==> src/rtl/qdr_user_arbiter.sv <==
// Two-client round-robin arbiter in front of a QDR controller user port.
// Tracks outstanding reads in an in-order tag FIFO and routes returned data to the issuing client.
module qdr_user_arbiter #(
  parameter int ADDR_WIDTH = 21,
  parameter int DATA_WIDTH = 72,
  parameter int BE_WIDTH   = 8,
  parameter int TAG_DEPTH  = 16,
  localparam int N = $clog2(TAG_DEPTH)
) (
  input  logic                  clk0,
  input  logic                  reset,
  input  logic                  phy_rdy,
  input  logic                  m0_req,
  input  logic                  m1_req,
  input  logic                  m0_we,
  input  logic                  m1_we,
  input  logic [ADDR_WIDTH-1:0] m0_addr,
  input  logic [ADDR_WIDTH-1:0] m1_addr,
  input  logic [DATA_WIDTH-1:0] m0_wr_data,
  input  logic [DATA_WIDTH-1:0] m1_wr_data,
  input  logic [BE_WIDTH-1:0]   m0_wr_be,
  input  logic [BE_WIDTH-1:0]   m1_wr_be,
  output logic                  m0_ack,
  output logic                  m1_ack,
  output logic [DATA_WIDTH-1:0] m0_rd_data,
  output logic [DATA_WIDTH-1:0] m1_rd_data,
  output logic                  m0_rd_dvld,
  output logic                  m1_rd_dvld,
  output logic [ADDR_WIDTH-1:0] usr_addr,
  output logic                  usr_wr_strb,
  output logic [DATA_WIDTH-1:0] usr_wr_data,
  output logic [BE_WIDTH-1:0]   usr_wr_be,
  output logic                  usr_rd_strb,
  input  logic [DATA_WIDTH-1:0] usr_rd_data,
  input  logic                  usr_rd_dvld,
  output logic [N:0]            rd_outstanding,
  output logic                  orphan_err
);

  // Handshake: a client holds mX_req and its fields stable until the cycle in which
  // mX_ack is high; that cycle is the transfer, and the command appears on usr_* one cycle later.

  logic [TAG_DEPTH-1:0] tag_mem;
  logic [N-1:0]         wr_ptr;
  logic [N-1:0]         rd_ptr;
  logic                 last;
  logic                 tag_full;
  logic                 tag_empty;
  logic                 elig0;
  logic                 elig1;
  logic                 grant;
  logic                 gnt_we;
  logic                 push;
  logic                 pop;
  logic                 head;

  assign tag_full  = (rd_outstanding == (N+1)'(TAG_DEPTH));
  assign tag_empty = (rd_outstanding == '0);

  assign elig0 = m0_req & phy_rdy & (m0_we | ~tag_full);
  assign elig1 = m1_req & phy_rdy & (m1_we | ~tag_full);

  // last == 1 means requester 1 was granted most recently, so requester 0 wins a tie.
  assign m0_ack = elig0 & (~elig1 | last);
  assign m1_ack = elig1 & (~elig0 | ~last);

  assign grant  = m0_ack | m1_ack;
  assign gnt_we = m1_ack ? m1_we : m0_we;
  assign push   = grant & ~gnt_we;
  assign pop    = usr_rd_dvld & ~tag_empty;
  assign head   = tag_mem[rd_ptr];

  always_ff @(posedge clk0 or posedge reset) begin
    if (reset) begin
      usr_addr       <= '0;
      usr_wr_data    <= '0;
      usr_wr_be      <= '0;
      usr_wr_strb    <= 1'b0;
      usr_rd_strb    <= 1'b0;
      m0_rd_data     <= '0;
      m1_rd_data     <= '0;
      m0_rd_dvld     <= 1'b0;
      m1_rd_dvld     <= 1'b0;
      rd_outstanding <= '0;
      orphan_err     <= 1'b0;
      tag_mem        <= '0;
      wr_ptr         <= '0;
      rd_ptr         <= '0;
      last           <= 1'b1;
    end else begin
      usr_wr_strb <= grant & gnt_we;
      usr_rd_strb <= grant & ~gnt_we;
      if (grant) begin
        usr_addr    <= m1_ack ? m1_addr    : m0_addr;
        usr_wr_data <= m1_ack ? m1_wr_data : m0_wr_data;
        usr_wr_be   <= m1_ack ? m1_wr_be   : m0_wr_be;
        last        <= m1_ack;
      end

      if (push) begin
        tag_mem[wr_ptr] <= m1_ack;
        wr_ptr          <= wr_ptr + N'(1);
      end

      // Returned data is broadcast; only the owning client's valid pulses.
      m0_rd_dvld <= pop & ~head;
      m1_rd_dvld <= pop & head;
      if (pop) begin
        m0_rd_data <= usr_rd_data;
        m1_rd_data <= usr_rd_data;
        rd_ptr     <= rd_ptr + N'(1);
      end

      if (usr_rd_dvld && tag_empty) orphan_err <= 1'b1;

      case ({push, pop})
        2'b10:   rd_outstanding <= rd_outstanding + (N+1)'(1);
        2'b01:   rd_outstanding <= rd_outstanding - (N+1)'(1);
        default: rd_outstanding <= rd_outstanding;
      endcase
    end
  end

endmodule

==> config.mk <==
export PLATFORM = sky130hd
export DESIGN_NAME = qdr_user_arbiter
export DESIGN_NICKNAME = d
export VERILOG_FILES = /design/src/rtl/qdr_user_arbiter.sv
export SDC_FILE = /design/constraint.sdc
export NUM_CORES = 1
export LEC_CHECK = 0
export BUFFER_PORTS_ARGS = -buffer_cell sky130_fd_sc_hd__clkbuf_2
export CORE_AREA = 2 2 212 214
export CTS_BUF_LIST = sky130_fd_sc_hd__clkbuf_2 sky130_fd_sc_hd__clkbuf_4 sky130_fd_sc_hd__clkbuf_8
export CTS_CLUSTER_SIZE = 16
export DETAILED_ROUTE_END_ITERATION = 12
export DIE_AREA = 0 0 214 216
export PLACE_DENSITY = 0.5
export SLEW_MARGIN = 40
export SYNTH_ARGS = -nofsm -noshare
export SYNTH_HDL_FRONTEND = slang
export SYNTH_SLANG_ARGS = --single-unit
==> constraint.sdc <==
create_clock -name clk0 -period 13.8 [get_ports clk0]
set_clock_uncertainty 0.15 [all_clocks]
set_input_delay 2.07 -clock clk0 [delete_from_list [all_inputs] [get_ports clk0]]
set_output_delay 2.07 -clock clk0 [all_outputs]
set_load 0.05 [all_outputs]
==> out/results.ini, run 1 <==
[floorplanning]
rows=77
die_area_um2=46200
die_y_um=216
coreArea_um2=43800
start_util_pct=21.2
fp.dieW_um=214
boundaryPins=539

[pwr]
clock_power_share_pct=25.4
ir_drop_mv=0.120
p_comb_share_pct=42.0
p_int_mw=1.46
leakage_nw=6.83
swShare_pct=46.8
power_switching_mw=1.28
seq_power_share_pct=32.6
power.density_nw_per_um2=210

[place]
dp_cells=1996
gp_congestion=0.853
io_buffers=538
hpwl_mm=22.4

[drt]
ant_nets=0
wl_per_cell_um=15.0
via_per_inst=4.14
post-route-drc-count=0
totalWireLength_mm=31.1
drtPass1Iterations=5
drt-initial-drc-count=402
vias=8576

[finish]
nets=1741
layout_common_cells=538 x clkbuf_2, 224 x nand2_1, 207 x nor2_1, 207 x dfrtp_1, 101 x o22ai_1
multi_input_comb_area_um2=3290
fillers=4646
final_common_cell=clkbuf_2
stdcell_count=2072
num_antenna_cells=0
area_delta_synth_final_pct=39.9
drive_gt1_share_pct=43.4
seq_area_um2=5210

[synthesis]
async_reset_ff_share_pct=100
yosys_warnings=0
synthesis.area_um2=9300
synth_top_area_share_pct=55.7
synthTopCellsByArea=dfrtp_1 56%, nand2_1 9.1%, nor2_1 8.4%
ys_seq_elements=208
ys.flop_type=dfrtp_1
synthCells=991
ys_types=38
syn_nets=1282
synth_top_cell_by_area=dfrtp_1
yosysSeqAreaShare_pct=56.0
syn_area_per_cell_um2=9.39
synth-edff-count=0

[clock_tree]
cts_tree=built
cts_resized=0
clock_sinks=208
clkTransAtPathRegs_ns=0.06
htreeDepth=2
cts_buffer_depth=3
clockRootBuffer=clkbuf_8
cts_buffers=41
clk_latency_ns=0.59
cts_setup_buffers=0
cts_hold_buf=0

[timing]
slew_headroom_pct=51.8
max_freq_mhz=172
tns_ns=0
rsz0062_at_grt=no
finalSetupViolations=0
whs_ns=0.319
min_period_ns=5.82
hold_viol=0
drv_slew=0
worst_pin_slew_ns=0.723
finalCritPeriodShare_pct=42.2

[global_routing]
grt_pass1_vias=8531
grt_use_total_pct=13.1
grt_pass1_wl_mm=48.3
grt_overflow=0
grt_max_degree=83
antenna_found_initial=2

[setup_path]
path_cells=clkbuf_2 -> nand2b_1 -> o211ai_2 -> nand2b_4 -> inv_2 -> clkbuf_2
slowest_delay_ns=0.44
r2r_cells=12
critPathMaxFanout=30
cpMostUsedCell=clkbuf_2
r2r_end=rd_outstanding[4]
required_ns=11.58
start_kind=input port
arrival_ns=3.60
rrSetupSlack_ns=9.70
crit_slowest_cell=nand2b_4
worst_setup_path_end_kind=primary output
path_class=input port to primary output
worstReg2RegStart=rd_outstanding[1]
critPathLaunch=m1_we
cp-endpoint=m1_ack

[min_path]
hold_path_class=flip-flop to flip-flop

[run_status]
status=complete, no violations

[flow_run]
maxCapViolations=0

-- cell type report --
class,instances,share of cell area (%)
Timing Repair Buffer,548,21.7
Tap cell,592,5.69
Clock inverter,8,0.769
Multi-Input combinational cell,644,25.3
Sequential cell,208,40.0
Clock buffer,65,6.34
Inverter,7,0.259
-- logic make-up after synthesis --
family	count (synthesis)	synth area share [%]
compound gates	120	8.36
xor+xnor	12	1.13
fa+ha+maj	9	1.21
buf+inv	139	9.12
flops	208	56.0
mux	24	3.54
simple gates	479	20.7
-- through the flow --
| step | util [%] | cell area, um^2 | setup WS (ns) | power [mW] |
|---|---|---|---|---|
| 2_1_floorplan | - | 9300 | 5.90 | 1.80 |
| 3_3_place_gp | 27.4 | 12000 | 8.04 | 2.05 |
| 3_5_place_dp | 27.4 | 12000 | 8.02 | 2.06 |
| 4_1_cts | 29.5 | 12900 | 8.01 | 2.78 |
| 5_1_grt | 29.7 | 13000 | 7.85 | 2.89 |
| 6_report | 29.7 | 13000 | 7.98 | 2.74 |
-- layer usage --
layer  share of wire (%)  global-route usage [%]  routed length (um)  vias up
met5               0.084                       0                  26        -
met4                 3.4                    5.62                1060        4
met3                 8.1                    4.30                2510       64
met2                  48                    21.5               15000      412
met1                  40                    15.8               12600     3968
li1                    -                       -                   -     4128
-- worst min path at each step --
stage | cells after the start | start | endpoint
final | 1 | orphan_err | orphan_err
after global routing | 1 | orphan_err | orphan_err
after CTS | 1 | orphan_err | orphan_err
after detailed placement | 1 | orphan_err | orphan_err
after global placement | 1 | orphan_err | orphan_err
after floorplan | 1 | rd_ptr[3] | rd_ptr[3]
-- power groups by stage --
stage               Sequential, mW  Combinational, mW  Clock [mW]
floorplan                     1.30              0.506           0
global placement             0.896               1.15           0
detailed placement           0.899               1.16           0
CTS                          0.893               1.16       0.727
global route                 0.914               1.22       0.756
finish                       0.892               1.15       0.696
-- critical path, delay by kind of cell --
kind                   cells  cell delay (ns)
AND/OR/NAND/NOR            2             0.60
buffers and inverters      3             0.61
AO/OA/AOI/OAI              1             0.32
-- sequential cells by signal, indices dropped and copies added (netlist names) --
signal / cells
last: 1
usr_wr_be: 8
orphan_err: 1
tag_mem: 16
m1_rd_dvld: 1
m0_rd_dvld: 1
m1_rd_data: 72
usr_wr_data: 72
rd_outstanding: 5
usr_rd_strb: 1
wr_ptr: 4
usr_wr_strb: 1
rd_ptr: 4
usr_addr: 21
-- synth_stat cells, types with 2 or more instances --
library cell  instances
a21boi_0              2
a21oi_1               2
and2_1               12
and3_1                5
buf_2                39
buf_4                74
clkbuf_1             19
dfrtp_1             207
ha_1                  9
inv_1                 5
inv_2                 2
mux2_1               16
mux4_2                5
nand2_1             225
nand2b_1              3
nand4_1              20
nor2_1              207
nor2b_1               4
o211ai_2              3
o21ai_0               4
o22ai_1             101
xnor2_1               8
xor2_1                4
No activity file was read; power rests on OpenSTA's default activity.
==> run 2: changes to the inputs <==
- ABC_AREA: not set -> 1
- CORE_AREA: 2 2 212 214 -> 2 2 208 210
- DIE_AREA: 0 0 214 216 -> 0 0 210 212
- PLACE_DENSITY: 0.5 -> 0.51
- clock period: 13.8 -> 5.8 ns (I/O delays scaled with it)
==> out/results.ini, run 2 <==
[synthesis]
yosysMostFrequentCell=nand2_1
yosys_warnings=0  ; unchanged
syn_area_per_cell_um2=8.80  ; -6.3%
synth_top_cell_by_area=dfrtp_1
ys.flop_type=dfrtp_1
synth_top_area_share_pct=54.9  ; -0.82 points
synthCells=1073  ; +8.3%
ys_types=29  ; -24%
ys_top_cells_by_count=285 x nand2_1, 233 x nor2_1, 207 x dfrtp_1, 101 x o22ai_1, 87 x buf_4
async_reset_ff_share_pct=100  ; unchanged
yosysSeqAreaShare_pct=55.1  ; -0.82 points
synth-edff-count=0  ; unchanged
syn_nets=1364  ; +6.4%
synthTopCellsByArea=dfrtp_1 55%, nand2_1 11%, nor2_1 9.3%
synthesis.area_um2=9440  ; +1.5%
ys_seq_elements=208  ; unchanged

[finish]
post-route-cell-area_um2=13000  ; -0.36%
num_antenna_cells=0  ; unchanged
final_common_cell=clkbuf_2
drive_gt1_share_pct=40.5  ; -2.9 points
nets=1824  ; +4.8%
fillers=4552  ; -2.0%
finish.utilization_pct=30.5  ; +0.82 points
layout_common_cells=538 x clkbuf_2, 284 x nand2_1, 233 x nor2_1
largestRegisters=m1_rd_data (72), usr_wr_data (72), usr_addr (21)
area_delta_synth_final_pct=37.4

[floorplanning]
start_util_pct=22.2  ; +0.99 points
coreArea_um2=42500  ; -3.0%
fp.dieW_um=210  ; -1.9%
die_y_um=212  ; -1.9%
boundaryPins=539  ; unchanged
rows=76  ; -1.3%
die_area_um2=44500  ; -3.7%

[clock_tree]
cts_buffers=40  ; -2.4%
cts_hold_buf=0  ; unchanged
clk_latency_ns=0.60  ; about the same
htreeDepth=2  ; unchanged
clock_sinks=208  ; unchanged
cts_setup_buffers=0  ; unchanged
clkTransAtPathRegs_ns=0.06  ; about the same
cts_resized=0  ; unchanged
cts_buffer_depth=3  ; unchanged
cts_tree=built
clockRootBuffer=clkbuf_8

[setup_path]
required_ns=4.78  ; -6.80 ns
start_kind=flip-flop
path_class=flip-flop to primary output
critPathMaxFanout=25  ; -17%
rrSetupSlack_ns=2.17  ; -7.53 ns
worst_setup_path_end_kind=primary output
arrival_ns=2.73  ; -0.87 ns

[place]
placed_cell_area_um2=12000  ; +0.11%
dp_slack_ns=1.80  ; -6.22 ns
gp_congestion=0.801  ; -6.2%
hpwl_mm=22.9  ; +2.3%
io_buffers=538  ; unchanged

[drt]
post-route-drc-count=0  ; unchanged
drtPass1Iterations=4  ; -1
vias=8846  ; +3.1%
wl_per_cell_um=14.9  ; -1.1%
via_per_inst=4.19  ; +1.3%
ant_nets=0  ; unchanged
drt-initial-drc-count=421  ; +4.7%
totalWireLength_mm=31.4  ; +0.71%

[global_routing]
grt_use_total_pct=13.6  ; +0.42 points
grt_pass1_wl_mm=47.4  ; -1.9%
grt_overflow=0  ; unchanged
antenna_found_initial=0  ; -2
grt_max_degree=81  ; -2.4%
grt_use_met2_pct=23.0  ; +1.5 points
grt_use_met1_pct=15.6  ; -0.18 points
grt.met3_usage_pct=4.52  ; +0.22 points
grt_pass1_vias=8758  ; +2.7%
grt-busiest-layer=met2

[pwr]
ir_drop_mv=0.209  ; +74%
total_power_mw=7.02  ; +160%
power_switching_mw=3.50  ; +170%
clock_power_share_pct=23.5  ; -1.9 points
leakage_nw=6.94  ; +1.6%
p_comb_share_pct=45.7  ; +3.7 points
p_int_mw=3.53  ; +140%
seq_power_share_pct=30.8  ; -1.8 points
swShare_pct=49.8  ; +3.0 points
power.density_nw_per_um2=541  ; +160%

[timing]
drv_slew=0  ; unchanged
tns_ns=0  ; unchanged
hold_viol=0  ; unchanged
min_period_ns=3.75
finalSetupViolations=0  ; unchanged
timing.final.ws_setup_ns=2.05  ; -5.94 ns
slew_headroom_pct=53.6  ; +1.8 points
worst_pin_slew_ns=0.695  ; -0.0272 ns
max_freq_mhz=266
finalCritPeriodShare_pct=64.7
rsz0062_at_grt=no

[flow_run]
maxCapViolations=0  ; unchanged

[min_path]
hold_path_class=input port to async pin

[run_status]
status=complete, no violations

run 2: per-stage QoR:
stage	hold slack, ns	std cells
after global routing	0.181	2110
after global placement	0.311	2035
after detailed placement	0.313	2037
after CTS	0.136	2110
after floorplan	0.287	1073
final	0.205	2110
run 2: routing by layer:
layer,vias up,wire length [um],part of all wire [%]
li1,4347,-,-
met1,4036,12500,40
met2,408,15200,48
met3,55,2570,8.2
met4,0,1090,3.5
met5,-,0,0
run 2: logic make-up after synthesis:
kind of cell / share of synthesized area (%)
AO/OA/AOI/OAI: 8.00
XOR/XNOR: 1.02
adder cells (fa/ha/maj): 1.19
buffers and inverters: 10.9
flip-flops: 55.1
AND/OR/NAND/NOR: 23.8
run 2: layout make-up:
class,count,area (um^2),share of cell area [%]
Sequential cell,208,5210,40.1
Multi-Input combinational cell,710,3220,24.8
Timing Repair Buffer,548,2840,21.9
Clock buffer,65,820,6.32
Tap cell,546,683,5.27
Clock inverter,8,105,0.810
Inverter,25,97.6,0.752
run 2: power by group through the flow:
stage	clock network (mW)	logic [mW]	registers, mW
global placement	0	3.23	2.18
floorplan	0	1.49	3.26
detailed placement	0	3.24	2.18
finish	1.65	3.21	2.16
global route	1.79	3.43	2.21
CTS	1.73	3.24	2.17
run 2: worst max-delay path, cell delays in order, from the launching register on:
cell and delay, ns:
dfrtp_1 0.46, nor2_1 0.21, nand3_1 0.09, nor2_1 0.12, nor2_2 0.09, nand2_4 0.26, clkinv_1 0.48, clkbuf_2 0.41
run 2: final timing paths:
path / endpoint / depth (start not counted) / startpoint
max: m1_ack / 7 / rd_outstanding[1]
max reg2reg: rd_outstanding[4] / 20 / rd_outstanding[1]
max in group asynchronous: usr_addr[19] / 5 / reset
min in group clk0: m1_rd_data[3] / 3 / usr_rd_data[3]
min: m1_rd_data[3] / 3 / reset
min reg2reg: orphan_err / 1 / orphan_err
